File: src/rtl/ripple_count_ctrl.sv
// Sequencer for an asynchronous ripple event counter: clear, gate window, settle, capture, handshake.
// Optional continuous re-measurement loop is enabled with `define RCC_CONTINUOUS_EN (adds cont_mode).
module ripple_count_ctrl #(
  parameter int unsigned WID_COUNT  = 6,
  parameter int unsigned WID_WIN    = 16,
  parameter int unsigned CLR_CYC    = 2,
  parameter int unsigned SETTLE_CYC = 4
) (
  input  logic                 clk,
  input  logic                 rst_n,
  input  logic                 start,
  input  logic [WID_WIN-1:0]   win_len,
`ifdef RCC_CONTINUOUS_EN
  input  logic                 cont_mode,
`endif
  output logic                 busy,
  output logic                 cnt_rst_n,
  output logic                 gate_en,
  input  logic [WID_COUNT-1:0] cnt_result,
  output logic [WID_COUNT-1:0] count,
  output logic                 count_valid,
  input  logic                 count_ready
);

  localparam int unsigned CYC_MAX = (CLR_CYC > SETTLE_CYC) ? CLR_CYC : SETTLE_CYC;
  localparam int unsigned CYC_W   = $clog2(CYC_MAX + 1);

  typedef enum logic [2:0] {
    S_IDLE,
    S_CLEAR,
    S_GATE,
    S_SETTLE,
    S_CAPTURE,
    S_HOLD
  } state_e;

  state_e               state_q,       state_d;
  logic [CYC_W-1:0]     cyc_q,         cyc_d;
  logic [WID_WIN-1:0]   win_q,         win_d;
  logic [WID_WIN-1:0]   win_cnt_q,     win_cnt_d;
  logic                 busy_q,        busy_d;
  logic                 cnt_rst_n_q,   cnt_rst_n_d;
  logic                 gate_en_q,     gate_en_d;
  logic [WID_COUNT-1:0] count_q,       count_d;
  logic                 count_valid_q, count_valid_d;

  // Next-state and next-output logic; every output is a flop.
  always_comb begin
    state_d       = state_q;
    cyc_d         = cyc_q;
    win_d         = win_q;
    win_cnt_d     = win_cnt_q;
    busy_d        = busy_q;
    cnt_rst_n_d   = cnt_rst_n_q;
    gate_en_d     = gate_en_q;
    count_d       = count_q;
    count_valid_d = count_valid_q;

    case (state_q)
      S_IDLE: begin
        cnt_rst_n_d = 1'b0;
        gate_en_d   = 1'b0;
        if (start) begin
          win_d   = win_len;
          busy_d  = 1'b1;
          // From IDLE the clear phase also spans the accept cycle.
          cyc_d   = CYC_W'(CLR_CYC);
          state_d = S_CLEAR;
        end
      end

      S_CLEAR: begin
        count_valid_d = 1'b0;
        if (cyc_q == '0) begin
          cnt_rst_n_d = 1'b1;
          if (win_q == '0) begin
            cyc_d   = CYC_W'(SETTLE_CYC - 1);
            state_d = S_SETTLE;
          end else begin
            gate_en_d = 1'b1;
            win_cnt_d = win_q;
            state_d   = S_GATE;
          end
        end else begin
          cyc_d = cyc_q - CYC_W'(1);
        end
      end

      S_GATE: begin
        win_cnt_d = win_cnt_q - WID_WIN'(1);
        if (win_cnt_q == WID_WIN'(1)) begin
          gate_en_d = 1'b0;
          cyc_d     = CYC_W'(SETTLE_CYC - 1);
          state_d   = S_SETTLE;
        end
      end

      S_SETTLE: begin
        if (cyc_q == '0) begin
          state_d = S_CAPTURE;
        end else begin
          cyc_d = cyc_q - CYC_W'(1);
        end
      end

      S_CAPTURE: begin
        // Counter taps are inverted Q: cleared counter reads all-ones.
        count_d       = ~cnt_result;
        count_valid_d = 1'b1;
        state_d       = S_HOLD;
`ifdef RCC_CONTINUOUS_EN
        if (cont_mode) begin
          cnt_rst_n_d = 1'b0;
          cyc_d       = CYC_W'(CLR_CYC - 1);
          state_d     = S_CLEAR;
        end
`endif
      end

      S_HOLD: begin
        if (count_ready) begin
          count_valid_d = 1'b0;
          busy_d        = 1'b0;
          cnt_rst_n_d   = 1'b0;
          state_d       = S_IDLE;
        end
      end

      default: begin
        state_d = S_IDLE;
      end
    endcase
  end

  always_ff @(posedge clk or negedge rst_n) begin
    if (!rst_n) begin
      state_q       <= S_IDLE;
      cyc_q         <= '0;
      win_q         <= '0;
      win_cnt_q     <= '0;
      busy_q        <= 1'b0;
      cnt_rst_n_q   <= 1'b0;
      gate_en_q     <= 1'b0;
      count_q       <= '0;
      count_valid_q <= 1'b0;
    end else begin
      state_q       <= state_d;
      cyc_q         <= cyc_d;
      win_q         <= win_d;
      win_cnt_q     <= win_cnt_d;
      busy_q        <= busy_d;
      cnt_rst_n_q   <= cnt_rst_n_d;
      gate_en_q     <= gate_en_d;
      count_q       <= count_d;
      count_valid_q <= count_valid_d;
    end
  end

  assign busy        = busy_q;
  assign cnt_rst_n   = cnt_rst_n_q;
  assign gate_en     = gate_en_q;
  assign count       = count_q;
  assign count_valid = count_valid_q;

endmodule

File: config.mk
export PLATFORM = sky130hd
export DESIGN_NAME = ripple_count_ctrl
export DESIGN_NICKNAME = d
export VERILOG_FILES = /design/src/rtl/ripple_count_ctrl.sv
export SDC_FILE = /design/constraint.sdc
export NUM_CORES = 1
export LEC_CHECK = 0
export CORE_UTILIZATION = 58
export CTS_CLUSTER_SIZE = 8
export DETAILED_ROUTE_END_ITERATION = 8
export MAX_ROUTING_LAYER = met4
export PLACE_DENSITY_LB_ADDON = 0.08
export SYNTH_ARGS = -nofsm -noshare
export SYNTH_HDL_FRONTEND = slang
export SYNTH_SLANG_ARGS = --single-unit
File: constraint.sdc
create_clock -name clk -period 4.8 [get_ports clk]
set_input_delay 0.96 -clock clk [delete_from_list [all_inputs] [get_ports clk]]
set_output_delay 0.96 -clock clk [all_outputs]
set_load 0.01 [all_outputs]
==> impl_metrics.py, run 1 <==
metrics = {
    "floorplan": {
        "die_w_um": 68.3,
        "dieArea_um2": 4660,
        "core-area_um2": 4120,
        "rows": 23,
        "initial_core_util_pct": 61.9,
        "die_y_um": 68.3,
        "io_pins": 36,
    },
    "cells_and_area": {
        "area_growth_syn_to_layout_pct": 16.4,
        "final_core_util_pct": 72.0,
        "fillers": 309,
        "finalNonFillerCells": 326,
        "nets": 305,
        "final-seq-area_um2": 1200,
        "drive_gt1_share_pct": 17.8,
        "diodes": 0,
        "multi_input_area_um2": 1220,
    },
    "timing": {
        "finalSetupTns_ps": 0,
        "rsz0062_at_grt": "false",
        "finalSetupViolCount": 0,
        "fin_crit_ps": 2400,
        "fmax_ghz": 0.417,
        "drv_slew": 0,
        "hold_violations": 0,
        "fin_crit_sh_pct": 49.9,
        "tightest_slew_ps": 1050,
        "max_slew_margin_pct": 30.3,
        "worst_clock_skew_ps": 5.27,
    },
    "worst_hold_path": {
        "hold_path.class": "register to register",
        "hold_start": "count[2]",
    },
    "clock_tree": {
        "clkTransAtPathRegs_ps": 80,
        "cts_resized": 0,
        "cts.path.max_buffers": 2,
        "hold_buffers": 0,
        "cts-root-buf": "clkbuf_8",
        "tritoncts": "built",
        "htreeDepth": 2,
        "cts_buffers": 5,
        "clk_latency_ps": 310,
        "cts_sinks": 48,
        "post-cts-setup-buffers": 0,
    },
    "grt": {
        "grt_pass1_vias": 1700,
        "antenna_found_initial": 0,
        "grt_max_degree": 49,
        "grt_pass1_wl_um": 8050,
        "gr-total-overflow": 0,
        "track_usage_pct": 24.8,
    },
    "synthesis": {
        "ys_seq_area_share_pct": 47.2,
        "synth.area.top_cells": "dfrtp_1 (47%), mux2_2 (7.1%), o21ai_0 (4.1%)",
        "synth_ff_type": "dfrtp_1",
        "synth_top_area_share_pct": 47.2,
        "synth_cell_types": 51,
        "synth_nets": 275,
        "async_reset_ff_share_pct": 100,
        "syn_area_um2": 2550,
        "synth.yosys.warnings": 0,
        "synthCells": 245,
        "synth-edff-count": 0,
        "syn_avg_cell_area_um2": 10.4,
        "synth_top_cell_by_area": "dfrtp_1",
        "synth.ff_latch_count": 48,
    },
    "power": {
        "internal-power_uw": 1040,
        "p_seq_share_pct": 46.7,
        "p_sw_uw": 684,
        "combPwrFrac_pct": 39.5,
        "p_per_area_nw_per_um2": 582,
        "p_sw_share_pct": 39.6,
        "clockPowerShare_pct": 13.8,
        "p_leak_uw": 0.00116,
        "peakVddDrop_mv": 0.304,
    },
    "route": {
        "wl_um": 5000,
        "drc": 0,
        "drtIter0Drc": 147,
        "vias_per_cell": 5.94,
        "vias": 1938,
        "wl_per_cell_um": 15.3,
        "ant_nets": 0,
        "drt_first_pass_iters": 4,
    },
    "critical_path": {
        "startpoint": "cyc_q[0]",
        "arrival_ps": 2600,
        "crit_fanout": 17,
        "worst-endpoint-required_ps": 5000,
        "start_kind": "register",
        "endpoint_kind": "register",
        "r2r-start": "cyc_q[0]",
        "worstSetupPathType": "register to register",
    },
    "placement": {
        "dp.cells": 318,
        "dpl.hpwl_um": 3510,
        "place.gp.congestion": 0.825,
        "numPortBuffers": 35,
    },
    "status": {
        "status": "completed",
    },
    "job": {
        "cap_violations": 0,
    },
}
## flip-flops by register name, summed over array words and instances (netlist names)
register / count
busy: 1
win_cnt_q: 16
gate_en: 1
count: 6
cnt_rst_n: 1
cyc_q: 3
state_q: 3
count_valid: 1
win_q: 16
## through the flow
step	cell area, um^2	hold slack (ps)	power [uW]	worst slack (ps)
after global placement	2880	460	1460	2110
after detailed placement	2880	469	1490	2090
after CTS	2960	489	1730	2400
final	2960	482	1730	2400
after global routing	2960	526	1840	2280
after floorplan	2550	481	1290	2860
## critical path, stage by stage (launching register included)
cell and delay, ps:
dfrtp_1 370, inv_1 120, ha_1 170, nor2b_1 400
nand3_2 180, or2_1 480, o2111ai_4 250, mux2_4 320
## routing by layer
| metal | wire length, um | share of wire [%] | GRT usage (%) | vias up |
|---|---|---|---|---|
| met5 | 0 | 0 | - | - |
| met4 | 63 | 1.3 | 9.11 | 0 |
| met3 | 278 | 5.6 | 5.50 | 6 |
| met2 | 2160 | 43 | 33.8 | 58 |
| met1 | 2500 | 50 | 35.7 | 925 |
| li1 | - | - | - | 949 |
## power by group through the flow
stage | Combinational [uW] | Clock, uW | Sequential (uW)
after floorplan | 552 | 0 | 737
after global placement | 660 | 0 | 803
after detailed placement | 682 | 0 | 809
after CTS | 686 | 245 | 803
after global routing | 750 | 260 | 833
final | 682 | 238 | 806
## layout by cell type (no fill, tap or decap), types with 2 or more instances in the layout
cell | Yosys | layout
a21oi_2 | 2 | 2
clkdlybuf4s50_1 | 0 | 34
o21a_1 | 2 | 2
a21oi_1 | 15 | 15
o21ai_0 | 21 | 21
a211oi_2 | 2 | 2
clkinv_2 | 0 | 2
mux2_2 | 16 | 16
mux2i_1 | 2 | 2
nor4_2 | 2 | 2
nor2b_1 | 3 | 3
nor3_1 | 4 | 3
nor4_4 | 2 | 2
clkbuf_8 | 0 | 5
inv_1 | 7 | 7
ha_1 | 4 | 4
or3_1 | 2 | 2
nor2_1 | 22 | 22
nand2b_1 | 2 | 2
o221a_2 | 4 | 4
o211ai_1 | 2 | 2
nor4_1 | 4 | 4
a21o_1 | 2 | 2
dfrtp_1 | 48 | 48
nand3_1 | 10 | 10
nand2_1 | 26 | 26
nor3b_1 | 2 | 2
a311oi_1 | 4 | 4
## Yosys cell counts (3+ instances only)
cell type  instances
nand2_1           26
nor2b_1            3
buf_2              4
inv_1              7
o21ai_0           21
nor4_1             4
clkbuf_1           3
nor2_1            22
nand3_1           10
a311oi_1           4
dfrtp_1           48
nor3_1             4
ha_1               4
buf_6              4
a21oi_1           15
mux2_2            16
o221a_2            4
## kinds of logic after synthesis
kind of cell,count (synthesis),synth area share [%]
AND/OR/NAND/NOR,88,18.7
AO/OA/AOI/OAI,64,18.4
flip-flops,48,47.2
buffers and inverters,21,4.96
multiplexers,19,8.45
adder cells (fa/ha/maj),4,1.96
XOR/XNOR,1,0.344
## final timing paths
| check | endpoint | slack (ps) | depth (start not counted) |
|---|---|---|---|
| max in group asynchronous | win_q[3] | 3320 | 1 |
| setup reg to reg | cyc_q[1] | 2400 | 7 |
| hold / removal | count[2] | 480 | 2 |
| hold reg to reg | count[2] | 480 | 2 |
| setup / recovery | cyc_q[1] | 2400 | 7 |
| min in group asynchronous | win_cnt_q[10] | 830 | 1 |
## cell type report
| cell class | instances | share of cell area (%) |
|---|---|---|
| Multi-Input combinational cell | 176 | 41.3 |
| Sequential cell | 48 | 40.5 |
| Timing Repair Buffer | 36 | 11.9 |
| Clock buffer | 5 | 2.32 |
| Tap cell | 50 | 2.11 |
| Inverter | 8 | 1.18 |
| Clock inverter | 3 | 0.633 |
Power figures use the tool's default switching activity.
==> run 2, diff against run 1 <==
--- a/config.mk
+++ b/config.mk
@@ -5,7 +5,7 @@
 export SDC_FILE = /design/constraint.sdc
 export NUM_CORES = 1
 export LEC_CHECK = 0
-export CORE_UTILIZATION = 58
+export CORE_UTILIZATION = 54
 export CTS_CLUSTER_SIZE = 8
 export DETAILED_ROUTE_END_ITERATION = 8
 export MAX_ROUTING_LAYER = met4
==> constraint.sdc (replaced) <==
create_clock -name clk -period 2.25 [get_ports clk]
set_input_delay 0.45 -clock clk [delete_from_list [all_inputs] [get_ports clk]]
set_output_delay 0.45 -clock clk [all_outputs]
set_load 0.01 [all_outputs]
==> run 2 against run 1 <==
Total power rose by 120%. Die area rose by 7.2%. Largest power group unchanged. Design area rose by 3.0%. Count of clock-buffer cells in the layout did not move. Worst hold slack got worse by 370 ps.
==> impl_metrics.py, run 2 (synthesized netlist as in run 1, its figures left out) <==
metrics = {
    "cells_and_area": {
        "finalNonFillerCells": 334,
        "final_cell_mix": "dfrtp_1 (48), clkdlybuf4s50_1 (34), nand2_1 (26)",
        "final-seq-area_um2": 1200,
        "layout_commonest_cell": "dfrtp_1",
        "drive_gt1_share_pct": 19.5,
        "nets": 311,
        "area_growth_syn_to_layout_pct": 19.8,
        "diodes": 0,
        "multi_input_area_um2": 1220,
        "fillers": 362,
    },
    "worst_hold_path": {
        "hold_path.class": "input port to asynchronous set/reset pin",
    },
    "floorplan": {
        "dieArea_um2": 5000,
        "initial_core_util_pct": 57.3,
        "io_pins": 36,
        "core-area_um2": 4440,
        "rows": 24,
        "die_w_um": 70.7,
        "die_y_um": 70.7,
    },
    "clock_tree": {
        "clk_latency_ps": 310,
        "cts_resized": 0,
        "tritoncts": "built",
        "cts-root-buf": "clkbuf_8",
        "hold_buffers": 0,
        "cts_buffers": 5,
        "cts_sinks": 48,
        "clkTransAtPathRegs_ps": 100,
        "cts.path.max_buffers": 2,
        "post-cts-setup-buffers": 0,
        "htreeDepth": 2,
    },
    "timing": {
        "finalSetupViolCount": 0,
        "fin_crit_sh_pct": 88.0,
        "fmax_ghz": 0.505,
        "rsz0062_at_grt": "false",
        "hold_violations": 0,
        "fin_crit_ps": 1980,
        "drv_slew": 0,
        "finalSetupTns_ps": 0,
        "worst_clock_skew_ps": 8.08,
        "tightest_slew_ps": 520,
        "max_slew_margin_pct": 65.3,
    },
    "critical_path": {
        "crit_chain": "inv_1 -> ha_1 -> nor4b_1 -> nand4_1 -> a21oi_2 -> o2111ai_4 -> mux2_4",
        "r2r_cells": 7,
        "slowest_delay_ps": 420,
        "arrival_ps": 2180,
        "startpoint": "win_cnt_q[1]",
        "critPathBufInv": 1,
        "crit_fanout": 4,
        "worstSetupPathType": "register to register",
        "reg2reg_to": "cyc_q[1]",
        "cp_top_family": "simple AND/OR/NAND/NOR gates",
        "endpoint_kind": "register",
        "worst-endpoint-required_ps": 2440,
        "start_kind": "register",
        "slowest_stage": "dfrtp_1",
        "r2r-start": "win_cnt_q[1]",
        "ff2ff_setup_slack_ps": 270,
    },
    "power": {
        "p_per_area_nw_per_um2": 1270,
        "p_sw_share_pct": 38.4,
        "p_seq_share_pct": 43.8,
        "internal-power_uw": 2380,
        "p_total_uw": 3860,
        "p_sw_uw": 1480,
        "p_leak_uw": 0.00120,
        "clockPowerShare_pct": 16.6,
        "combPwrFrac_pct": 39.6,
        "peakVddDrop_mv": 0.612,
    },
    "grt": {
        "antenna_found_initial": 0,
        "grt_pass1_wl_um": 9090,
        "gr-total-overflow": 0,
        "grt_max_degree": 29,
        "grt_pass1_vias": 1879,
        "track_usage_pct": 24.0,
    },
    "placement": {
        "dpl.hpwl_um": 3650,
        "numPortBuffers": 35,
        "dp.cells": 326,
        "place.gp.congestion": 0.878,
    },
    "route": {
        "drt_first_pass_iters": 4,
        "ant_nets": 0,
        "drtIter0Drc": 145,
        "wl_per_cell_um": 15.5,
        "vias_per_cell": 5.84,
        "wl_um": 5190,
        "vias": 1950,
        "drc": 0,
    },
    "job": {
        "cap_violations": 0,
    },
    "status": {
        "status": "completed",
    },
}
run 2: layout make-up:
cell class | count | share of cell area, %
multi-input combinational | 176 | 40.1
sequential | 48 | 39.4
timing repair buffer | 42 | 13.4
clock buffer | 5 | 2.26
tap | 52 | 2.13
clock inverter | 3 | 1.52
inverter | 8 | 1.15
run 2: layer usage:
layer / wire (um) / global-route usage, %
met3: 313 / 5.98
met4: 70 / 6.89
met2: 2190 / 33.8
met1: 2620 / 34.6
met5: 0 / -
run 2: worst max-delay path by stage:
stage,end,slack (ps),cells past startpoint
2_1_floorplan,cyc_q[1],320,8
3_3_place_gp,cyc_q[1],330,7
3_5_place_dp,cyc_q[1],270,7
4_1_cts,cyc_q[1],250,7
5_1_grt,win_cnt_q[14],50,7
6_report,cyc_q[1],270,7
run 2: metrics by stage:
step                      setup slack, ps  util, %  area (um^2)  hold WS (ps)
final                                 269     68.7         3050           108
after global routing                 45.9     68.7         3050           149
after CTS                             251     68.7         3050           131
after detailed placement              274     66.1         2940           465
after global placement                329     66.1         2940           459
after floorplan                       324        -         2550           154
run 2: power by group through the flow:
stage	combinational [uW]	clock, uW	sequential (uW)
floorplan	1180	0	1570
global placement	1510	0	1690
detailed placement	1530	0	1690
CTS	1540	652	1680
global route	1730	687	1740
finish	1530	641	1690
==> run 3, diff against run 2 <==
--- a/config.mk
+++ b/config.mk
@@ -5,7 +5,7 @@
 export SDC_FILE = /design/constraint.sdc
 export NUM_CORES = 1
 export LEC_CHECK = 0
-export CORE_UTILIZATION = 54
+export CORE_UTILIZATION = 49
 export CTS_CLUSTER_SIZE = 8
 export DETAILED_ROUTE_END_ITERATION = 8
 export MAX_ROUTING_LAYER = met4
==> constraint.sdc (replaced) <==
create_clock -name clk -period 1.61 [get_ports clk]
set_input_delay 0.322 -clock clk [delete_from_list [all_inputs] [get_ports clk]]
set_output_delay 0.322 -clock clk [all_outputs]
set_load 0.01 [all_outputs]
==> run 3 against run 2 <==
The run now ends with hold timing, setup timing left. Flip-flop and latch count did not move. Count of clock-buffer cells in the layout rose by 1. First-iteration DRC count grew 59%. Die area up 9.9%. Setup slack worse by 530 ps. Cell count grew 26%. Non-clock buffer count grew 73. Sequential share of layout area decreased by 9.8 points. Maximum frequency rose by 6.1%. Register-to-register slack worse by 530 ps. Critical path type unchanged. Critical endpoint is now win_cnt_q[14]. Largest power group is now combinational cells.
==> impl_metrics.py, run 3 (synthesized netlist as in run 1, its figures left out) <==
metrics = {
    "power": {
        "p_total_uw": 7260,
        "peakVddDrop_mv": 0.989,
        "p_per_area_nw_per_um2": 1780,
        "p_leak_uw": 0.00168,
    },
    "route": {
        "wl_um": 7530,
        "vias": 2423,
        "drtIter0Drc": 230,
        "wl_per_cell_um": 17.8,
        "ant_nets": 0,
        "drc": 0,
        "vias_per_cell": 5.74,
        "drt_first_pass_iters": 4,
    },
    "clock_tree": {
        "cts_buffers": 5,
        "clk_latency_ps": 300,
        "clkTransAtPathRegs_ps": 90,
        "cts.path.max_buffers": 2,
        "cts_sinks": 48,
        "hold_buffers": 0,
        "htreeDepth": 2,
        "tritoncts": "built",
        "cts-root-buf": "clkbuf_8",
    },
    "grt": {
        "grt_max_degree": 49,
        "antenna_found_initial": 0,
        "track_usage_pct": 26.8,
        "grt_pass1_vias": 2261,
        "gr-total-overflow": 0,
        "grt_pass1_wl_um": 10600,
    },
    "floorplan": {
        "dieArea_um2": 5490,
        "die_w_um": 74.1,
        "die_y_um": 74.1,
        "io_pins": 36,
        "initial_core_util_pct": 52.5,
        "rows": 25,
        "core-area_um2": 4850,
    },
    "timing": {
        "fin_crit_sh_pct": 116,
        "finalSetupViolCount": 21,
        "max_slew_margin_pct": 68.9,
        "fin_crit_ps": 1870,
        "hold_ws_ps": -29.4,
        "hold_violations": 15,
        "fmax_ghz": 0.536,
        "finalWorstSetupSlack_ps": -256,
        "tightest_slew_ps": 463,
        "rsz0062_at_grt": "true",
        "drv_slew": 0,
        "worst_clock_skew_ps": 4.66,
    },
    "cells_and_area": {
        "finalNonFillerCells": 422,
        "diodes": 0,
        "nets": 384,
        "final_cell_mix": "buf_4 (62), dfrtp_1 (47), clkdlybuf4s50_1 (34)",
        "drive_gt1_share_pct": 49.9,
        "layout_commonest_cell": "buf_4",
        "area_growth_syn_to_layout_pct": 59.9,
    },
    "critical_path": {
        "worst-endpoint-required_ps": 1810,
        "slowest_delay_ps": 410,
        "startpoint": "win_cnt_q[1]",
        "crit_fanout": 3,
        "slowest_stage": "dfrtp_1",
        "r2r-start": "win_cnt_q[1]",
        "endpoint_kind": "register",
        "crit_end": "win_cnt_q[14]",
        "reg2reg_to": "win_cnt_q[14]",
        "worstSetupPathType": "register to register",
        "arrival_ps": 2060,
        "crit_chain": "inv_2 -> buf_6 -> ha_4 -> nor3b_4 -> buf_4 -> nand3_4 -> o31ai_4 -> a21oi_2 -> a311oi_2",
        "start_kind": "register",
        "r2r_cells": 9,
        "ff2ff_setup_slack_ps": -260,
    },
    "placement": {
        "place.gp.congestion": 0.864,
        "dp.cells": 402,
        "dp_slack_ps": -265,
        "dpl.hpwl_um": 4530,
        "numPortBuffers": 35,
    },
    "status": {
        "status": "finished, violations left",
        "violations": "hold timing, setup timing",
    },
    "job": {
        "cap_violations": 0,
    },
    "worst_hold_path": {
        "hold_path.class": "input port to asynchronous set/reset pin",
    },
}
## run 3: how the worst min path moves through the flow
stage          start    endpoint  slack [ps]  cells past startpoint
6_report       rst_n  state_q[1]         -30                      2
5_1_grt        rst_n    win_q[1]          20                      2
4_1_cts        rst_n    win_q[3]           1                      2
3_5_place_dp   rst_n  state_q[1]         330                      2
3_3_place_gp   rst_n  state_q[1]         330                      2
2_1_floorplan  rst_n        busy          30                      0
## run 3: repair_timing
action                                 4_1_cts  5_1_grt
cloned                                       1        1
endpoints found under the hold margin        0        0
setup buffers                                3        7
pin swaps                                   27       18
gates resized for setup                     46       42
setup endpoints to repair                   25       37
## run 3: worst max-delay path: cells and delay by family (launching register included)
kind                     cells  cell delay, ps
adder cells (fa/ha/maj)      1             120
flip-flops                   1             410
AND/OR/NAND/NOR              2             330
AO/OA/AOI/OAI                3             520
buffers and inverters        3             360
## run 3: cell type report
type	count	area, um^2
multi-input cells	176	1590
flip-flops and latches	48	1200
well taps	67	83.8
inverters	8	35.0
fillers	258	776
clock inverters	2	16.3
repair buffers	115	1070
clock buffers	6	72.6
## run 3: power breakdown
group	switching [uW]	internal, uW	total, uW
clock network	411	309	720
logic	2000	2350	4350
registers	449	1750	2200
total	2860	4400	7260
## run 3: routing by layer
| metal | wire length, um | GRT usage, % | share of wire [%] | up-vias |
|---|---|---|---|---|
| met1 | 3120 | 35.1 | 41 | 1186 |
| met4 | 157 | 10.0 | 2.1 | 0 |
| met3 | 492 | 6.37 | 6.5 | 16 |
| met2 | 3760 | 40.3 | 50 | 114 |
| li1 | - | - | - | 1107 |
| met5 | 0 | - | 0 | - |
## run 3: metrics by stage
step	TNS (ps)	hold WS (ps)	area, um^2	util [%]
final	-2450	-29.4	4070	84.0
after global routing	-4050	20.2	4070	84.0
after CTS	-1550	1.22	3820	78.7
after detailed placement	-5080	325	3490	72.1
after global placement	-3520	329	3490	72.1
after floorplan	-702	26.4	2580	-
